**config.mk**
```make
export PLATFORM = sky130hd
export DESIGN_NAME = ex_op_sched
export DESIGN_NICKNAME = d
export VERILOG_FILES = /design/src/rtl/ex_op_sched.sv
export SDC_FILE = /design/constraint.sdc
export NUM_CORES = 1
export LEC_CHECK = 0
export ABC_AREA = 1
export CAP_MARGIN = 40
export CORE_MARGIN = 3
export CORE_UTILIZATION = 45
export DETAILED_ROUTE_END_ITERATION = 7
export PLACE_DENSITY = 0.92
export SYNTH_ARGS = -nofsm -noshare
export SYNTH_HDL_FRONTEND = slang
export SYNTH_SLANG_ARGS = --single-unit
export TNS_END_PERCENT = 1
```
**constraint.sdc**
```tcl
create_clock -name clk -period 3.5 [get_ports clk]
set_input_delay 0.525 -clock clk [delete_from_list [all_inputs] [get_ports clk]]
set_output_delay 0.525 -clock clk [all_outputs]
set_load 0.02 [all_outputs]
```
**src/rtl/ex_op_sched.sv**
```systemverilog
`default_nettype none
// ============================================================================
//  Module   : ex_op_sched
//  Purpose  : Single-in-flight execute scheduler. Accepts one operation,
//             pulses ex_en to the datapath, waits LAT cycles, captures the
//             ALU result and holds it until the consumer accepts it.
//  Options  : EX_SCHED_B2B_EN - when defined, a new request can be taken in
//             DONE in the same cycle the response is consumed, skipping IDLE.
//  Revision : 1.0  initial release
// ============================================================================
module ex_op_sched #(
  parameter int LAT  = 2,   // legal range 1..15
  parameter int TAGW = 4
) (
  input  logic            clk,
  input  logic            rst,
  input  logic            req_valid,
  output logic            req_ready,
  input  logic [6:0]      req_cntrl,
  input  logic [TAGW-1:0] req_tag,
  output logic            ex_en,
  output logic [6:0]      ex_cntrl,
  input  logic [31:0]     alu_result,
  input  logic            alu_carry,
  output logic            rsp_valid,
  input  logic            rsp_ready,
  output logic [31:0]     rsp_data,
  output logic            rsp_carry,
  output logic [TAGW-1:0] rsp_tag,
  output logic            busy
);

  localparam logic [1:0] c_IDLE  = 2'd0;
  localparam logic [1:0] c_ISSUE = 2'd1;
  localparam logic [1:0] c_WAIT  = 2'd2;
  localparam logic [1:0] c_DONE  = 2'd3;

  // WAIT runs while the counter walks from LAT-1 down to 0, i.e. LAT cycles.
  localparam logic [3:0] c_CNT_LOAD = 4'(LAT - 1);

  logic [1:0]      r_state;
  logic [1:0]      w_state_nxt;
  logic [3:0]      r_cnt;
  logic [6:0]      r_cntrl;
  logic [TAGW-1:0] r_tag;
  logic [31:0]     r_rsp_data;
  logic            r_rsp_carry;
  logic [TAGW-1:0] r_rsp_tag;
  logic            w_b2b_ok;
  logic            w_accept;
  logic            w_cnt_zero;

`ifdef EX_SCHED_B2B_EN
  // A response being consumed frees the slot in the same cycle.
  assign w_b2b_ok = (r_state == c_DONE) & rsp_ready;
`else
  assign w_b2b_ok = 1'b0;
`endif

  // req_ready depends only on state and rsp_ready, never on req_valid.
  assign req_ready  = (r_state == c_IDLE) | w_b2b_ok;
  assign w_accept   = req_valid & req_ready;
  assign w_cnt_zero = (r_cnt == 4'd0);

  // State register
  always_ff @(posedge clk) begin
    if (rst) begin
      r_state <= c_IDLE;
    end else begin
      r_state <= w_state_nxt;
    end
  end

  // Next-state logic
  always_comb begin
    w_state_nxt = r_state;
    case (r_state)
      c_IDLE:  if (req_valid) w_state_nxt = c_ISSUE;
      c_ISSUE: w_state_nxt = c_WAIT;
      c_WAIT:  if (w_cnt_zero) w_state_nxt = c_DONE;
      c_DONE: begin
        if (rsp_ready) begin
          w_state_nxt = (w_b2b_ok & req_valid) ? c_ISSUE : c_IDLE;
        end
      end
      default: w_state_nxt = c_IDLE;
    endcase
  end

  // Output decode from the current state
  always_comb begin
    ex_en     = 1'b0;
    ex_cntrl  = 7'd0;
    rsp_valid = 1'b0;
    busy      = (r_state != c_IDLE);
    case (r_state)
      c_ISSUE: begin
        ex_en    = 1'b1;
        ex_cntrl = r_cntrl;
      end
      c_WAIT:  ex_cntrl = r_cntrl;
      c_DONE:  rsp_valid = 1'b1;
      default: ;
    endcase
  end

  // Request latch, latency counter and response capture
  always_ff @(posedge clk) begin
    if (rst) begin
      r_cnt       <= 4'd0;
      r_cntrl     <= 7'd0;
      r_tag       <= '0;
      r_rsp_data  <= 32'd0;
      r_rsp_carry <= 1'b0;
      r_rsp_tag   <= '0;
    end else begin
      if (w_accept) begin
        r_cntrl <= req_cntrl;
        r_tag   <= req_tag;
      end
      if (r_state == c_ISSUE) begin
        r_cnt <= c_CNT_LOAD;
      end else if ((r_state == c_WAIT) && !w_cnt_zero) begin
        r_cnt <= r_cnt - 4'd1;
      end
      // Response registers only change on capture, so they stay stable
      // for the whole DONE period regardless of alu_result activity.
      if ((r_state == c_WAIT) && w_cnt_zero) begin
        r_rsp_data  <= alu_result;
        r_rsp_carry <= alu_carry;
        r_rsp_tag   <= r_tag;
      end
    end
  end

  assign rsp_data  = r_rsp_data;
  assign rsp_carry = r_rsp_carry;
  assign rsp_tag   = r_rsp_tag;

endmodule
`default_nettype wire

```
# Yosys cells after proc, flatten, opt, wreduce, memory -nomap -nowiden
# Cells that the tools add are included.
[word_totals] regBits=54 in_bits=48
[op_classes] eq_ne=6 add_sub_neg=1 bitwise=1 reduce_logical=10 n_mux=9
[op_table] cell="2-bit one-hot mux with 4 select lines" n=1
[op_table] cell="7-bit two-way mux" n=1
[op_table] cell="2-bit two-way mux" n=3
[op_table] cell="2-bit != test, second input constant" n=3
[op_table] cell="2-bit equality test, second input constant" n=2
[op_table] cell="4-bit logical NOT" n=1
[op_table] cell="1-bit two-way mux" n=4
[op_table] cell="2-bit nonzero test" n=2
[op_table] cell="2-bit OR reduction" n=2
[op_table] cell="4-bit by 1-bit subtractor with 4-bit output, second input constant" n=1
[op_table] cell="3-bit AND reduction" n=1
[op_table] cell="2-bit by 1-bit equality test with 1-bit output, second input constant" n=1
[op_table] cell="1-bit logical AND" n=2
[op_table] cell="2-bit logical NOT" n=1
[op_table] cell="1-bit bitwise AND" n=1
[op_table] cell="1-bit logical NOT" n=1

# Longest topological paths before layout
[logic_depth] word_depth=5 mapped_depth=9 mapped_depth_nobuf=9

# Least setup slack after synthesis
# Ideal clock, no wire load.
[synth_path] path_type="reg-to-output" start="reg r_state[0]" end="out ex_cntrl[0]" t_required_ns=2.975 t_arrival_ns=1.094 stages_incl_launch_ff=6 path_slack_ns=1.881 path_buffers=1 path_cell_list="dfxtp_1 inv_1 ha_1 clkbuf_1 nand2_1 inv_1"
[synth_via] elab_chain_cells=3 elab_cells_between_ends=4 cone_classes="eq/ne: 2; mux: 1; reduce/logical: 1"
[synth_lines] element="start: declaration" line_no="41" text="logic [1:0] r_state;"
[synth_lines] element="start signal: assignment" line_no="68" text="r_state <= c_IDLE;"
[synth_lines] element="start signal: assignment" line_no="70" text="r_state <= w_state_nxt;"
[synth_lines] element="2-bit by 1-bit equality test with 1-bit output or 2-bit equality test (tied branches)" line_no="96" text="case (r_state)"
[synth_lines] element="2-bit OR reduction (no line) *"
[synth_lines] element="7-bit two-way mux *" line_no="96"
[synth_lines] element="end: declaration" line_no="22" text="output logic [6:0] ex_cntrl,"
# Mark *: on every way between the ends. The rest lies on a longest branch, timed or not.

# Worst setup path in the final report
[layout_path] start="reg r_state[0]" end="out ex_cntrl[2]"
# The elaborated chain is that of the path after synthesis.

==> results_dict.tcl <==
set metrics [dict create \
    outcome "completed" \
    drtAntennaViolNets 0 \
    rrSetupSlack_ps 1280 \
    initial_core_util_pct 48.26 \
    place_congestion 0.7553 \
    area_growth_pct 46.43 \
    setup_tns_ps 0 \
    synthArstFlopShare_pct 0 \
    nNetsFinal 424 \
    crit_top_cell "inv_1" \
    cp-startpoint "r_state[0]" \
    postCtsHoldBufs 0 \
    die_height_um 75.74 \
    drive_gt1_share_pct 3.763 \
    worst_slew_pin_slew_ps 635.3 \
    r2r-end "rsp_data[27]" \
    fillers 390 \
    yosys.area.top_type "dfxtp_1" \
    die_area_sq_um 5736 \
    finalWirelength_um 5038 \
    vias 2013 \
    synth-edff-count 0 \
    multiInputGateArea_sq_um 770.7 \
    core_area_sq_um 4534 \
    drc 0 \
    syn_inst 284 \
    min_to "rsp_data[6]" \
    track_usage_pct 17.84 \
    synth_area_per_cell_sq_um 7.705 \
    synth_cell_type_count 22 \
    rows 24 \
    r2r_start "r_state[0]" \
    firstDrtPassIters 4 \
    antenna_found_initial 0 \
    cts_setup_buffers 0 \
    yosys_warnings 0 \
    syn_area_sq_um 2188 \
    leakagePower_nw 1.309 \
    fin_crit_sh_pct 71.11 \
    slew-limit-headroom_pct 57.60 \
    ys_ff_latch 54 \
    cap_viol_max_count 0 \
    clk_pin_slew_ps 90 \
    clockRootBuffer "clkbuf_8" \
    min_period_ps 2489 \
    fin_worst_skew_ps 4.050 \
    cp_slowest_stage_delay_ps 600 \
    ctsResizeCount 0 \
    arrival_ps 1960 \
    first_global_vias 1856 \
    hold_violations 0 \
    crit_family "buffers and inverters" \
    htreeDepth 2 \
    port_buffers 95 \
    diodes 0 \
    clk_path_buf_depth 2 \
    seq_area_sq_um 1081 \
    worstPathMaxFanout 8 \
    finalNonFillerCells 437 \
    clock.fmax_mhz 401.8 \
    crit_path_start_kind "flop" \
    grt_pass1_wl_um 7990 \
    setup_viol 0 \
    rr_worst_depth 6 \
    vias_per_cell 4.606 \
    hp-class "reg -> reg" \
    wire_per_inst_um 11.53 \
    crit_path_top_delay_cell "clkdlybuf4s50_1" \
    synth-seq-area-share_pct 49.40 \
    crit_chain "inv_1 > ha_1 > nand2_1 > inv_1 > clkdlybuf4s50_1" \
    clkLatencyLatePin_ps 290 \
    synth.top_cell.area_share_pct 49.40 \
    p_per_area_nw_per_um2 805.8 \
    syn-num-nets 337 \
    synthTopCellsByCount "57 x inv_1, 54 x dfxtp_1, 38 x a21oi_1" \
    clock_sinks 54 \
    first_iter_violations 89 \
    ir_drop_v 0.0005784 \
    total_power_w 0.002582 \
    synth_area_leaders "dfxtp_1 49%, inv_1 9.8%, a21oi_1 8.7%, o21ai_0 5.7%, nor2_1 5.3%" \
    die_x_um 75.74 \
    hpwl_um 3677 \
    grt_max_degree 52 \
    rsz0062_at_grt "false" \
    cts_buffers 5 \
    grt_overflow 0 \
    crit_buf_inv 3 \
    synth-main-ff-cell "dfxtp_1" \
    hp-start "rsp_data[6]" \
    crit_path_end_kind "output pin" \
    placed_cells 429 \
    ios 96 \
    min_delay_path_depth 2 \
    worstSetupPathType "reg -> out" \
    yosysMostFrequentCell "inv_1" \
    worstPathRequired_ps 2970 \
    cts_tree "built" \
    final_max_slew_viol_count 0 \
]
==> worst register-to-register path, delay by kind of cell (launching register included) <==
| family | cells | cell delay (ps) |
|---|---|---|
| flip-flops | 1 | 350 |
| buffers and inverters | 2 | 590 |
| adder cells (fa/ha/maj) | 1 | 330 |
| AND/OR/NAND/NOR | 1 | 550 |
| AO/OA/AOI/OAI | 2 | 290 |
==> state kept, by name, summed over array words and instances (netlist names) <==
name and flops:
r_cnt 4, r_cntrl 7, r_state 2, r_tag 4, rsp_carry 1, rsp_data 32
rsp_tag 4
==> power breakdown <==
| part | total (W) | internal, W | switching [W] |
|---|---|---|---|
| sequential | 0.000933 | 0.000825 | 0.000108 |
| clock | 0.000344 | 0.000160 | 0.000184 |
| combinational | 0.00131 | 0.000568 | 0.000737 |
| total | 0.00258 | 0.00155 | 0.00103 |
==> placed cells by master, fill, tap and decap left out <==
master | netlist | routed
nand2_1 | 23 | 23
nand4_1 | 2 | 2
o21ai_2 | 2 | 2
buf_4 | 1 | 2
o21ai_1 | 21 | 21
clkdlybuf4s50_1 | 0 | 95
dfxtp_1 | 54 | 54
a21oi_1 | 38 | 38
a31oi_1 | 1 | 1
clkbuf_1 | 6 | 1
nor2_1 | 31 | 31
nor2_2 | 1 | 1
and3_1 | 1 | 1
ha_1 | 5 | 5
clkinv_2 | 0 | 1
o21ai_0 | 25 | 25
clkbuf_8 | 0 | 6
inv_1 | 57 | 57
nand3_2 | 1 | 1
nand2_2 | 1 | 1
nand3_1 | 4 | 4
==> logic make-up (layout without fill, tap and decap cells) <==
logic type	count (synthesis)	after routing	share of synthesized area, %
compound gates	87	87	20.30
fa+ha+maj	5	5	2.859
flops	54	54	49.40
simple gates	64	64	12.06
buf+inv	74	162	15.38
==> area by class of cell <==
class                   count  area share [%]
inverters                  57           6.677
well taps                  65           2.538
repair buffers             97           30.14
multi-input cells         156           24.05
clock buffers               7           2.694
clock inverters             1          0.1562
flip-flops and latches     54           33.74
==> per-stage QoR <==
step / setup WS, ps / area [sq um] / utilization (%) / hold slack, ps
3_5_place_dp: 1291 / 3113 / 68.65 / 436.3
5_1_grt: 895.0 / 3204 / 70.67 / 464.2
4_1_cts: 989.1 / 3204 / 70.67 / 449.7
3_3_place_gp: 1395 / 3113 / 68.65 / 431.8
2_1_floorplan: 1881 / 2188 / - / 453.4
6_report: 1011 / 3204 / 70.67 / 447.6
==> layer usage <==
metal	up-vias	wire length [um]	global-route usage [%]
li1	1061	-	-
met1	877	2227	21.36
met2	71	2401	30.87
met3	4	385	5.541
met5	-	0	0
met4	0	24	4.854
==> worst max-delay path by stage <==
| stage | endpoint | slack (ps) | depth (start not counted) |
|---|---|---|---|
| after floorplan | ex_cntrl[0] | 1880 | 5 |
| after global placement | rsp_data[19] | 1400 | 6 |
| after detailed placement | rsp_data[27] | 1290 | 6 |
| after CTS | ex_cntrl[2] | 990 | 5 |
| after global routing | ex_cntrl[2] | 900 | 5 |
| final | ex_cntrl[2] | 1010 | 5 |
Power figures use the tool's default switching activity.
